`src/rtl/uart_msg_tx.sv`:
```
// Button-triggered UART transmitter that streams a stored multi-byte message.
// Synchroniser + debouncer -> trigger; message buffer with registered read; frame FSM.
module uart_msg_tx #(
  parameter int CLKS_PER_BIT    = 868,
  parameter int DATA_BITS       = 8,
  parameter int PARITY          = 0,
  parameter int STOP_BITS       = 1,
  parameter int DEBOUNCE_CYCLES = 1000000,
  parameter int MSG_DEPTH       = 16,
  localparam int AW             = $clog2(MSG_DEPTH)
) (
  input  logic          i_Clk,
  input  logic          i_Rst,
  input  logic          i_Button,
  input  logic          i_Repeat,
  input  logic          i_Wr_En,
  input  logic [AW-1:0] i_Wr_Addr,
  input  logic [7:0]    i_Wr_Data,
  input  logic [AW:0]   i_Len,
  output logic          o_TxD,
  output logic          o_Busy,
  output logic          o_Done,
  output logic [AW-1:0] o_Byte_Idx
);

  localparam int BW = (CLKS_PER_BIT > 1) ? $clog2(CLKS_PER_BIT) : 1;
  localparam int DW = (DEBOUNCE_CYCLES > 1) ? $clog2(DEBOUNCE_CYCLES) : 1;
  localparam logic [BW-1:0] BAUD_RELOAD = BW'(CLKS_PER_BIT - 1);
  localparam logic [DW-1:0] DB_LAST     = DW'(DEBOUNCE_CYCLES - 1);
  localparam logic [AW:0]   MAX_LEN     = (AW+1)'(MSG_DEPTH);
  localparam logic [2:0]    DATA_LAST   = 3'(DATA_BITS - 1);
  localparam logic [2:0]    STOP_LAST   = 3'(STOP_BITS - 1);
  localparam bit            PAR_EN      = (PARITY != 0);
  localparam bit            PAR_ODD     = (PARITY == 1);

  typedef enum logic [2:0] {S_IDLE, S_START, S_DATA, S_PARITY, S_STOP} state_t;

  // Button path: the debounced level only moves after DEBOUNCE_CYCLES disagreeing samples
  logic          sync_0_reg, sync_1_reg, db_level_reg, db_prev_reg;
  logic [DW-1:0] db_cnt_reg;
  logic          press;

  always_ff @(posedge i_Clk) begin
    if (i_Rst) begin
      sync_0_reg   <= 1'b0;
      sync_1_reg   <= 1'b0;
      db_level_reg <= 1'b0;
      db_prev_reg  <= 1'b0;
      db_cnt_reg   <= '0;
    end else begin
      sync_0_reg  <= i_Button;
      sync_1_reg  <= sync_0_reg;
      db_prev_reg <= db_level_reg;
      if (sync_1_reg == db_level_reg) begin
        db_cnt_reg <= '0;
      end else if (db_cnt_reg == DB_LAST) begin
        db_level_reg <= sync_1_reg;
        db_cnt_reg   <= '0;
      end else begin
        db_cnt_reg <= db_cnt_reg + 1'b1;
      end
    end
  end

  assign press = db_level_reg & ~db_prev_reg;

  state_t                 state_reg, state_next;
  logic [BW-1:0]          baud_reg, baud_next;
  logic [2:0]             bit_reg, bit_next;
  logic [DATA_BITS-1:0]   shift_reg, shift_next;
  logic                   par_reg, par_next;
  logic                   txd_reg, txd_next;
  logic                   done_reg, done_next;
  logic [AW-1:0]          idx_reg, idx_next;
  logic [AW:0]            len_reg, len_next;
  logic                   busy, bit_end, last_byte, load_byte;

  // Buffer: read address always points at the byte the next START will latch
  logic [DATA_BITS-1:0]   mem [MSG_DEPTH];
  logic [DATA_BITS-1:0]   rd_data_reg;
  logic [AW-1:0]          rd_idx;

  assign busy      = (state_reg != S_IDLE);
  assign bit_end   = (baud_reg == '0);
  assign last_byte = ({1'b0, idx_reg} == (len_reg - 1'b1));
  assign rd_idx    = (!busy || last_byte) ? '0 : idx_reg + 1'b1;

  always_ff @(posedge i_Clk) begin
    if (i_Wr_En && !busy) mem[i_Wr_Addr] <= i_Wr_Data[DATA_BITS-1:0];
    rd_data_reg <= mem[rd_idx];
  end

  always_comb begin
    state_next = state_reg;
    baud_next  = (!busy || bit_end) ? BAUD_RELOAD : baud_reg - 1'b1;
    bit_next   = bit_reg;
    shift_next = shift_reg;
    par_next   = par_reg;
    txd_next   = txd_reg;
    done_next  = 1'b0;
    idx_next   = idx_reg;
    len_next   = len_reg;
    load_byte  = 1'b0;
    case (state_reg)
      S_IDLE: begin
        txd_next = 1'b1;
        if (press && (i_Len != '0)) begin
          len_next  = (i_Len > MAX_LEN) ? MAX_LEN : i_Len;
          idx_next  = '0;
          load_byte = 1'b1;
        end
      end
      S_START: begin
        if (bit_end) begin
          state_next = S_DATA;
          bit_next   = '0;
          txd_next   = shift_reg[0];
        end
      end
      S_DATA: begin
        if (bit_end) begin
          if (bit_reg == DATA_LAST) begin
            bit_next = '0;
            if (PAR_EN) begin
              state_next = S_PARITY;
              txd_next   = par_reg;
            end else begin
              state_next = S_STOP;
              txd_next   = 1'b1;
            end
          end else begin
            bit_next   = bit_reg + 1'b1;
            shift_next = shift_reg >> 1;
            txd_next   = shift_reg[1];
          end
        end
      end
      S_PARITY: begin
        if (bit_end) begin
          state_next = S_STOP;
          bit_next   = '0;
          txd_next   = 1'b1;
        end
      end
      S_STOP: begin
        if (bit_end) begin
          if (bit_reg != STOP_LAST) begin
            bit_next = bit_reg + 1'b1;
          end else if (!last_byte) begin
            idx_next  = idx_reg + 1'b1;
            load_byte = 1'b1;
          end else if (i_Repeat) begin
            idx_next  = '0;
            load_byte = 1'b1;
          end else begin
            state_next = S_IDLE;
            done_next  = 1'b1;
          end
        end
      end
      default: state_next = S_IDLE;
    endcase
    // Entering START: latch the prefetched byte and drive the start bit
    if (load_byte) begin
      state_next = S_START;
      shift_next = rd_data_reg;
      par_next   = (^rd_data_reg) ^ PAR_ODD;
      txd_next   = 1'b0;
      baud_next  = BAUD_RELOAD;
      bit_next   = '0;
    end
  end

  always_ff @(posedge i_Clk) begin
    if (i_Rst) begin
      state_reg <= S_IDLE;
      baud_reg  <= BAUD_RELOAD;
      bit_reg   <= '0;
      shift_reg <= '0;
      par_reg   <= 1'b0;
      txd_reg   <= 1'b1;
      done_reg  <= 1'b0;
      idx_reg   <= '0;
      len_reg   <= '0;
    end else begin
      state_reg <= state_next;
      baud_reg  <= baud_next;
      bit_reg   <= bit_next;
      shift_reg <= shift_next;
      par_reg   <= par_next;
      txd_reg   <= txd_next;
      done_reg  <= done_next;
      idx_reg   <= idx_next;
      len_reg   <= len_next;
    end
  end

  assign o_TxD      = txd_reg;
  assign o_Busy     = busy;
  assign o_Done     = done_reg;
  assign o_Byte_Idx = idx_reg;

endmodule

```
`config.mk`:
```
export PLATFORM = sky130hd
export DESIGN_NAME = uart_msg_tx
export DESIGN_NICKNAME = d
export VERILOG_FILES = /design/src/rtl/uart_msg_tx.sv
export SDC_FILE = /design/constraint.sdc
export NUM_CORES = 1
export LEC_CHECK = 0
export CORE_MARGIN = 5
export CORE_UTILIZATION = 50
export DETAILED_ROUTE_END_ITERATION = 12
export PLACE_DENSITY_LB_ADDON = 0.25
export RECOVER_POWER = 50
export SYNTH_ARGS = -nofsm -noshare
export SYNTH_HDL_FRONTEND = slang
export SYNTH_SLANG_ARGS = --single-unit
```
`constraint.sdc`:
```
create_clock -name i_Clk -period 6.5 [get_ports i_Clk]
set_input_delay 1.625 -clock i_Clk [delete_from_list [all_inputs] [get_ports i_Clk]]
set_output_delay 1.625 -clock i_Clk [all_outputs]
set_load 0.1 [all_outputs]
```
==> results.md, run 1 <==
* Status: finished clean
* Ports at 29
* Fill count at 1362
* Max transition margin at under 10%
* Die span in x at 138.2 um
* Hold Path Class: register to register
* Diodes inserted at 0
* Setup TNS Final at 0 ns
* Ys flop type: edfxtp_1
* HPWL after DPL at around 11000 um
* P_sw at slightly above 0.5 mW
* Crit-path max FO at 32
* #FFs+latches synth at between 150 and 200
* Synth warn at 0
* GRT Util Overall at between 10% and 20%
* GP Congestion at 0.8128
* Critical Path Start Type: register
* Final min period at 4.274 ns
* Hold buffers post-CTS at 0
* CTS buffer count at 17
* Post-route clock period utilization at between 60% and 70%
* Pwr Density at about 260 mW/mm^2
* Largest net degree at the start of global routing at 80
* Fin cells at ~930
* Placeable Area at roughly 0.016 mm^2
* Layout cells sized above 1 at slightly above 7%
* WHS Path Cells at 1
* Avg Cell Area, Syn at 12.01 um^2
* Leading post-synthesis cells by cell area: edfxtp_1 47%, dfxtp_1 16%, mux2i_1 3.5%
* Yosys top cell by area: edfxtp_1
* Clock power frac at 42.5%
* H-Tree Depth at 4
* Worst-Skew Late Latency at 0.44 ns
* Measured slew at the worst slew-check pin at 1.350 ns
* Synth Area in Compound Gates at between 10 and 15%
* Post-route DRC at 0
* Final setup margin at around 2.2 ns
* Worst vdd ir at 0.2058 mV
* Clk sinks at just under 200
* Net Sw Frac at a little over a fifth
* Pwr Total at about 2.4 mW
* Net Count, Synth at slightly above 700
* Largest register FFs at roughly 130
* Die Footprint at roughly 0.019 mm^2
* Netlist Area Pre-Place at approximately 0.0082 mm^2
* Final Skew at roughly 0.0079 ns
* RSZ-0062 raised after global routing: no
* Final setup viols at 0
* Worst setup EP type: primary output
* Vias in the first global route at approximately 5400
* Initial antenna violation count at 0
* Post-Synth Simple-Gate Area at 13.81%
* Pins Over Slew Limit at 0
* Sequential-to-total area share from yosys stat at a little over three fifths
* Vias per inst at 5.912
* TritonRoute pass-1 iters at 7
* Asr flop ratio synth at 0%
* Adder-cell share of the synthesized area at under 10%
* Share of the synthesized area in the top cell type at 46.79%
* Critical Path RT at roughly 5 ns
* Layout area overhead at 12.69%
* Grt total ovfl at 0
* Proportion of synthesized area in mux cells at under 10%
* Critical path type: register to primary output
* Post-Syn Instances at around 680
* Wire per inst at 18.65 um
* CTS Root Cell: clkbuf_16
* Placement Setup Slack at between 2 and 2.5 ns
* Post-cts resize count at 0
* Placed cell count at between 900 and 1000
* Die height at 138.2 um
* CTS tree: yes
* Global-route wire length before repair at about 28000 um
* CTS max path bufs at 2
* Max Freq at about 0.23 GHz
* Pint at 1.885 mW
* Reg2Reg Depth at 7
* Lkg Pwr at 2.845 nW
* # Post-CTS Setup Buffers at 0
* Final hold violations at 0
* WP data arrival at between 2 and 3 ns
* Row count at 46
* Initial Util at around half
* Port Buffers at 28
* Final WL at between 15000 and 20000 um
* Layout Nets at between 700 and 800
* Via count at 5516
* ANT nets after route at 0
* Xor-xnor portion of the synthesized cell area at ~3.5%
* Clk pin slew, worst setup/hold paths at approximately 0.07 ns
* Worst hold slack at roughly 0.42 ns
* Largest family of logic cells by synthesized area: simple AND/OR/NAND/NOR gates
* Yosys cell types at 50
* EDFF count, synth at roughly 130
* Max-cap violations at 0
* Combinational power share at about 2%
* Initial drt markers at a little under 600
* Flop pwr share at 55.5%
[synthesized netlist by cell type (7+ instances only)]
library cell,count
edfxtp_1,128
dfxtp_1,67
nor2_1,54
nand2_1,43
nand3_1,42
o21ai_0,35
a21oi_1,34
clkbuf_1,29
mux2i_1,29
nor3_1,17
xor2_1,17
o211ai_1,16
xnor2_1,16
inv_1,15
a22oi_1,14
nor3b_1,13
nand2b_1,12
a211oi_1,11
o2111ai_1,9
a221oi_1,8
mux2_2,8
ha_1,7
[stage by stage]
stage | utilization (%) | instance area, um^2
after global routing | 57.86 | 9258
after floorplan | - | 8215
after detailed placement | 54.35 | 8696
final | 57.86 | 9258
after global placement | 54.35 | 8696
after CTS | 57.93 | 9269
[final timing paths]
kind,end,from,slack [ns]
hold reg to reg,baud_reg[0],baud_reg[0],0.42
setup / recovery,o_Busy,state_reg[0],2.23
setup reg to reg,rd_data_reg[1],o_Byte_Idx[0],2.72
hold / removal,baud_reg[0],baud_reg[0],0.42
[power by group through the flow]
| stage | combinational (mW) | clock [mW] | sequential (mW) |
|---|---|---|---|
| finish | 0.0480 | 1.02 | 1.33 |
| global route | 0.0515 | 1.09 | 1.33 |
| CTS | 0.0500 | 1.03 | 1.33 |
| detailed placement | 0.0498 | 0 | 1.36 |
| global placement | 0.0482 | 0 | 1.36 |
| floorplan | 0.0151 | 0 | 1.36 |
[layout make-up]
type                    count  area (um^2)  share of cell area, %
inverters                  15        56.30                 0.6082
repair buffers             36        329.1                  3.555
flip-flops and latches    195         5186                  56.02
well taps                 216        270.3                  2.919
multi-input cells         439         2843                  30.71
clock inverters            14        143.9                  1.554
clock buffers              18        429.2                  4.636
[critical path, stage by stage (launching register included)]
cell,delay (ns)
dfxtp_1,0.50
nor3_2,0.10
inv_1,0.06
buf_4,0.33
clkdlybuf4s50_1,1.21
[layout by cell type, fill, tap and decap left out, drive strengths merged, types with 4 or more instances in the layout]
cell type	netlist	layout
a211oi	11	11
a21oi	34	34
a221oi	8	8
a22oi	14	14
and3	5	5
buf	6	5
clkbuf	29	21
clkdlybuf4s50	0	18
clkinv	0	4
dfxtp	67	67
dlygate4sd3	0	10
edfxtp	128	128
ha	7	7
inv	15	22
mux2	8	8
mux2i	29	29
nand2	43	43
nand2b	12	12
nand3	42	42
nand4	4	4
nand4b	5	5
nor2	54	54
nor3	17	17
nor3b	13	13
nor4	5	5
o2111ai	10	10
o211ai	16	16
o21ai	38	38
or3	7	7
xnor2	16	16
xor2	17	17
[kinds of logic (layout without fill, tap and decap cells)]
| logic type | Yosys count | in the layout |
|---|---|---|
| buffers and inverters | 50 | 83 |
| adder cells (fa/ha/maj) | 7 | 7 |
| AND/OR/NAND/NOR | 222 | 222 |
| AO/OA/AOI/OAI | 140 | 140 |
| XOR/XNOR | 33 | 33 |
| flip-flops | 195 | 195 |
| multiplexers | 37 | 37 |
[layer usage]
| metal | share of wire [%] | wire, um | global-route usage [%] | vias up |
|---|---|---|---|---|
| li1 | - | - | - | 2613 |
| met1 | 43 | 7422 | 23.54 | 2686 |
| met2 | 49 | 8577 | 30.70 | 192 |
| met3 | 6.5 | 1132 | 4.586 | 25 |
| met4 | 1.5 | 269 | 5.876 | 0 |
| met5 | 0 | 0 | 0 | - |
Note: power is estimated with default switching activity, not from simulation.
==> run 2, diff against run 1 <==
==> constraint.sdc (replaced) <==
create_clock -name i_Clk -period 3.7 [get_ports i_Clk]
set_input_delay 0.925 -clock i_Clk [delete_from_list [all_inputs] [get_ports i_Clk]]
set_output_delay 0.925 -clock i_Clk [all_outputs]
set_load 0.1 [all_outputs]
==> results.md, run 2 (synthesis results as in run 1) <==
* WP data arrival at 3.32 ns (+0.67 ns)
* Final min period at about 3.0 ns
* Final hold violations at 0 (unchanged)
* CTS buffer count at 17 (unchanged)
* Layout cells sized above 1 at 8.575% (+1.3 points)
* Fill count at 1315 (-3.5%)
* Final setup viols at 0 (unchanged)
* Post-cts resize count at 0 (unchanged)
* Post-route clock period utilization at 81.11%
* Status: finished clean
* CTS tree: yes
* Met3 routed WL at 1146 um (+1.2%)
* Layout Nets at 739 (+0.82%)
* Critical path type: register to register
* Port Buffers at 28 (unchanged)
* M1 wire length at 7748 um (+4.4%)
* Most common cell after layout, fill and taps aside: edfxtp_1
* Die Footprint at 0.01909 mm^2 (unchanged)
* HPWL after DPL at 11590 um (+2.7%)
* Lkg Pwr at 2.890 nW (+1.6%)
* Most frequent cells in the layout: 128 x edfxtp_1, 66 x dfxtp_1, 54 x nor2_1
* Vias per inst at 5.825 (-1.5%)
* CTS Root Cell: clkbuf_16
* Critical Path Start Type: register
* Via count at 5470 (-0.83%)
* Measured slew at the worst slew-check pin at 1.058 ns (-0.2916 ns)
* Reg2Reg Depth at 8 (+1)
* Clk sinks at 195 (unchanged)
* Largest net degree at the start of global routing at 52 (-35%)
* H-Tree Depth at 4 (unchanged)
* Placement Setup Slack at 0.5750 ns (-1.883 ns)
* Row count at 46 (unchanged)
* Initial Util at 51.35% (unchanged)
* Hold Path Class: register to register
* # Post-CTS Setup Buffers at 0 (unchanged)
* Pins Over Slew Limit at 0 (unchanged)
* Placed cell count at 907 (+0.67%)
* Die height at 138.2 um (unchanged)
* GRT Util Overall at 18.23% (-0.11 points)
* Met2 WL at 8316 um (-3.0%)
* Placeable Area at 0.01600 mm^2 (unchanged)
* Worst vdd ir at 0.3653 mV (+78%)
* Worst hold slack at 0.4180 ns (-0.0002670 ns)
* Initial antenna violation count at 0 (unchanged)
* Setup TNS Final at 0 ns (unchanged)
* Max Freq at approximately 0.33 GHz
* Max transition margin at 28.78% (+19 points)
* Final setup margin at 0.6990 ns (-1.527 ns)
* GP Congestion at 0.8607 (+5.9%)
* Final WL at 17380 um (-0.10%)
* Worst setup EP type: register
* TritonRoute pass-1 iters at 5 (-2)
* Crit-path max FO at 14 (-56%)
* Ports at 29 (unchanged)
* Layout area overhead at 12.84%
* WHS Path Cells at 1 (unchanged)
* Wire per inst at 18.51 um (-0.74%)
* Hold buffers post-CTS at 0 (unchanged)
* Pwr Density at 451.2 mW/mm^2 (+74%)
* RSZ-0062 raised after global routing: no
* Die span in x at 138.2 um (unchanged)
* Diodes inserted at 0 (unchanged)
* Clk pin slew, worst setup/hold paths at 0.07 ns (about the same)
* Final Skew at 0.008207 ns (+0.0003078 ns)
* Vias in the first global route at 5152 (-4.4%)
* Worst-Skew Late Latency at 0.43 ns (about the same)
* Critical Path RT at 4.02 ns (-0.86 ns)
* ANT nets after route at 0 (unchanged)
* Grt total ovfl at 0 (unchanged)
* Initial drt markers at 530 (-9.9%)
* Max-cap violations at 0 (unchanged)
* Post-route DRC at 0 (unchanged)
* Core Util, Final at 57.94% (+0.078 points)
* CTS max path bufs at 2 (unchanged)
* Highest routed layer: met4
* Global-route wire length before repair at 27770 um (-0.32%)
* Fin cells at 939 (+0.64%)
* Largest register FFs at 128 (unchanged)
## run 2: changes by cell type in the layout (fill, tap and decap cells not counted), sizes merged, moves of 2 or more
| cell | delta |
|---|---|
| inv | +3 |
| buf | +11 |
| clkinvlp | -2 |
| clkdlybuf4s50 | -4 |
## run 2: path summary, 6_finish.rpt
path / startpoint / end / slack (ns)
setup / recovery: baud_reg[0] / o_Byte_Idx[2] / 0.70
hold / removal: baud_reg[0] / baud_reg[0] / 0.42
hold reg to reg: baud_reg[0] / baud_reg[0] / 0.42
setup reg to reg: baud_reg[0] / o_Byte_Idx[2] / 0.70
## run 2: where the power goes
part / total (mW) / switching (mW) / leakage, nW / internal [mW]
clock: 1.76 / 0.860 / 0.281 / 0.895
combinational: 0.0869 / 0.0586 / 0.909 / 0.0283
sequential: 2.34 / 0.00484 / 1.70 / 2.34
total: 4.18 / 0.924 / 2.89 / 3.26
## run 2: worst max-delay path, cell delays in order, from the launching register on
cell and delay, ns:
dfxtp_1 0.34, inv_1 0.07, ha_1 0.20, or4b_1 0.57, or3_1 0.50, or3_4 0.47, a2bb2oi_4 0.36, o21ai_1 0.12
a32o_1 0.27
## run 2: metal layers
layer | up-vias | GRT usage, %
met1 | 2645 | 25.03
li1 | 2617 | -
met2 | 194 | 29.32
met4 | 0 | 3.536
met3 | 14 | 5.207
met5 | - | 0
## run 2: metrics by stage
stage | total power, mW | instance area [um^2]
3_3_place_gp | 2.477 | 8728
4_1_cts | 4.210 | 9291
5_1_grt | 4.327 | 9270
6_report | 4.183 | 9270
3_5_place_dp | 2.480 | 8728
2_1_floorplan | 2.415 | 8215
## run 2: cell type report
| type | instances | area [um^2] | area share, % |
|---|---|---|---|
| Multi-Input combinational cell | 439 | 2833 | 30.56 |
| Inverter | 15 | 56.30 | 0.6074 |
| Timing Repair Buffer | 42 | 361.6 | 3.901 |
| Clock inverter | 15 | 137.6 | 1.485 |
| Sequential cell | 195 | 5186 | 55.95 |
| Clock buffer | 17 | 425.4 | 4.589 |
| Tap cell | 216 | 270.3 | 2.915 |
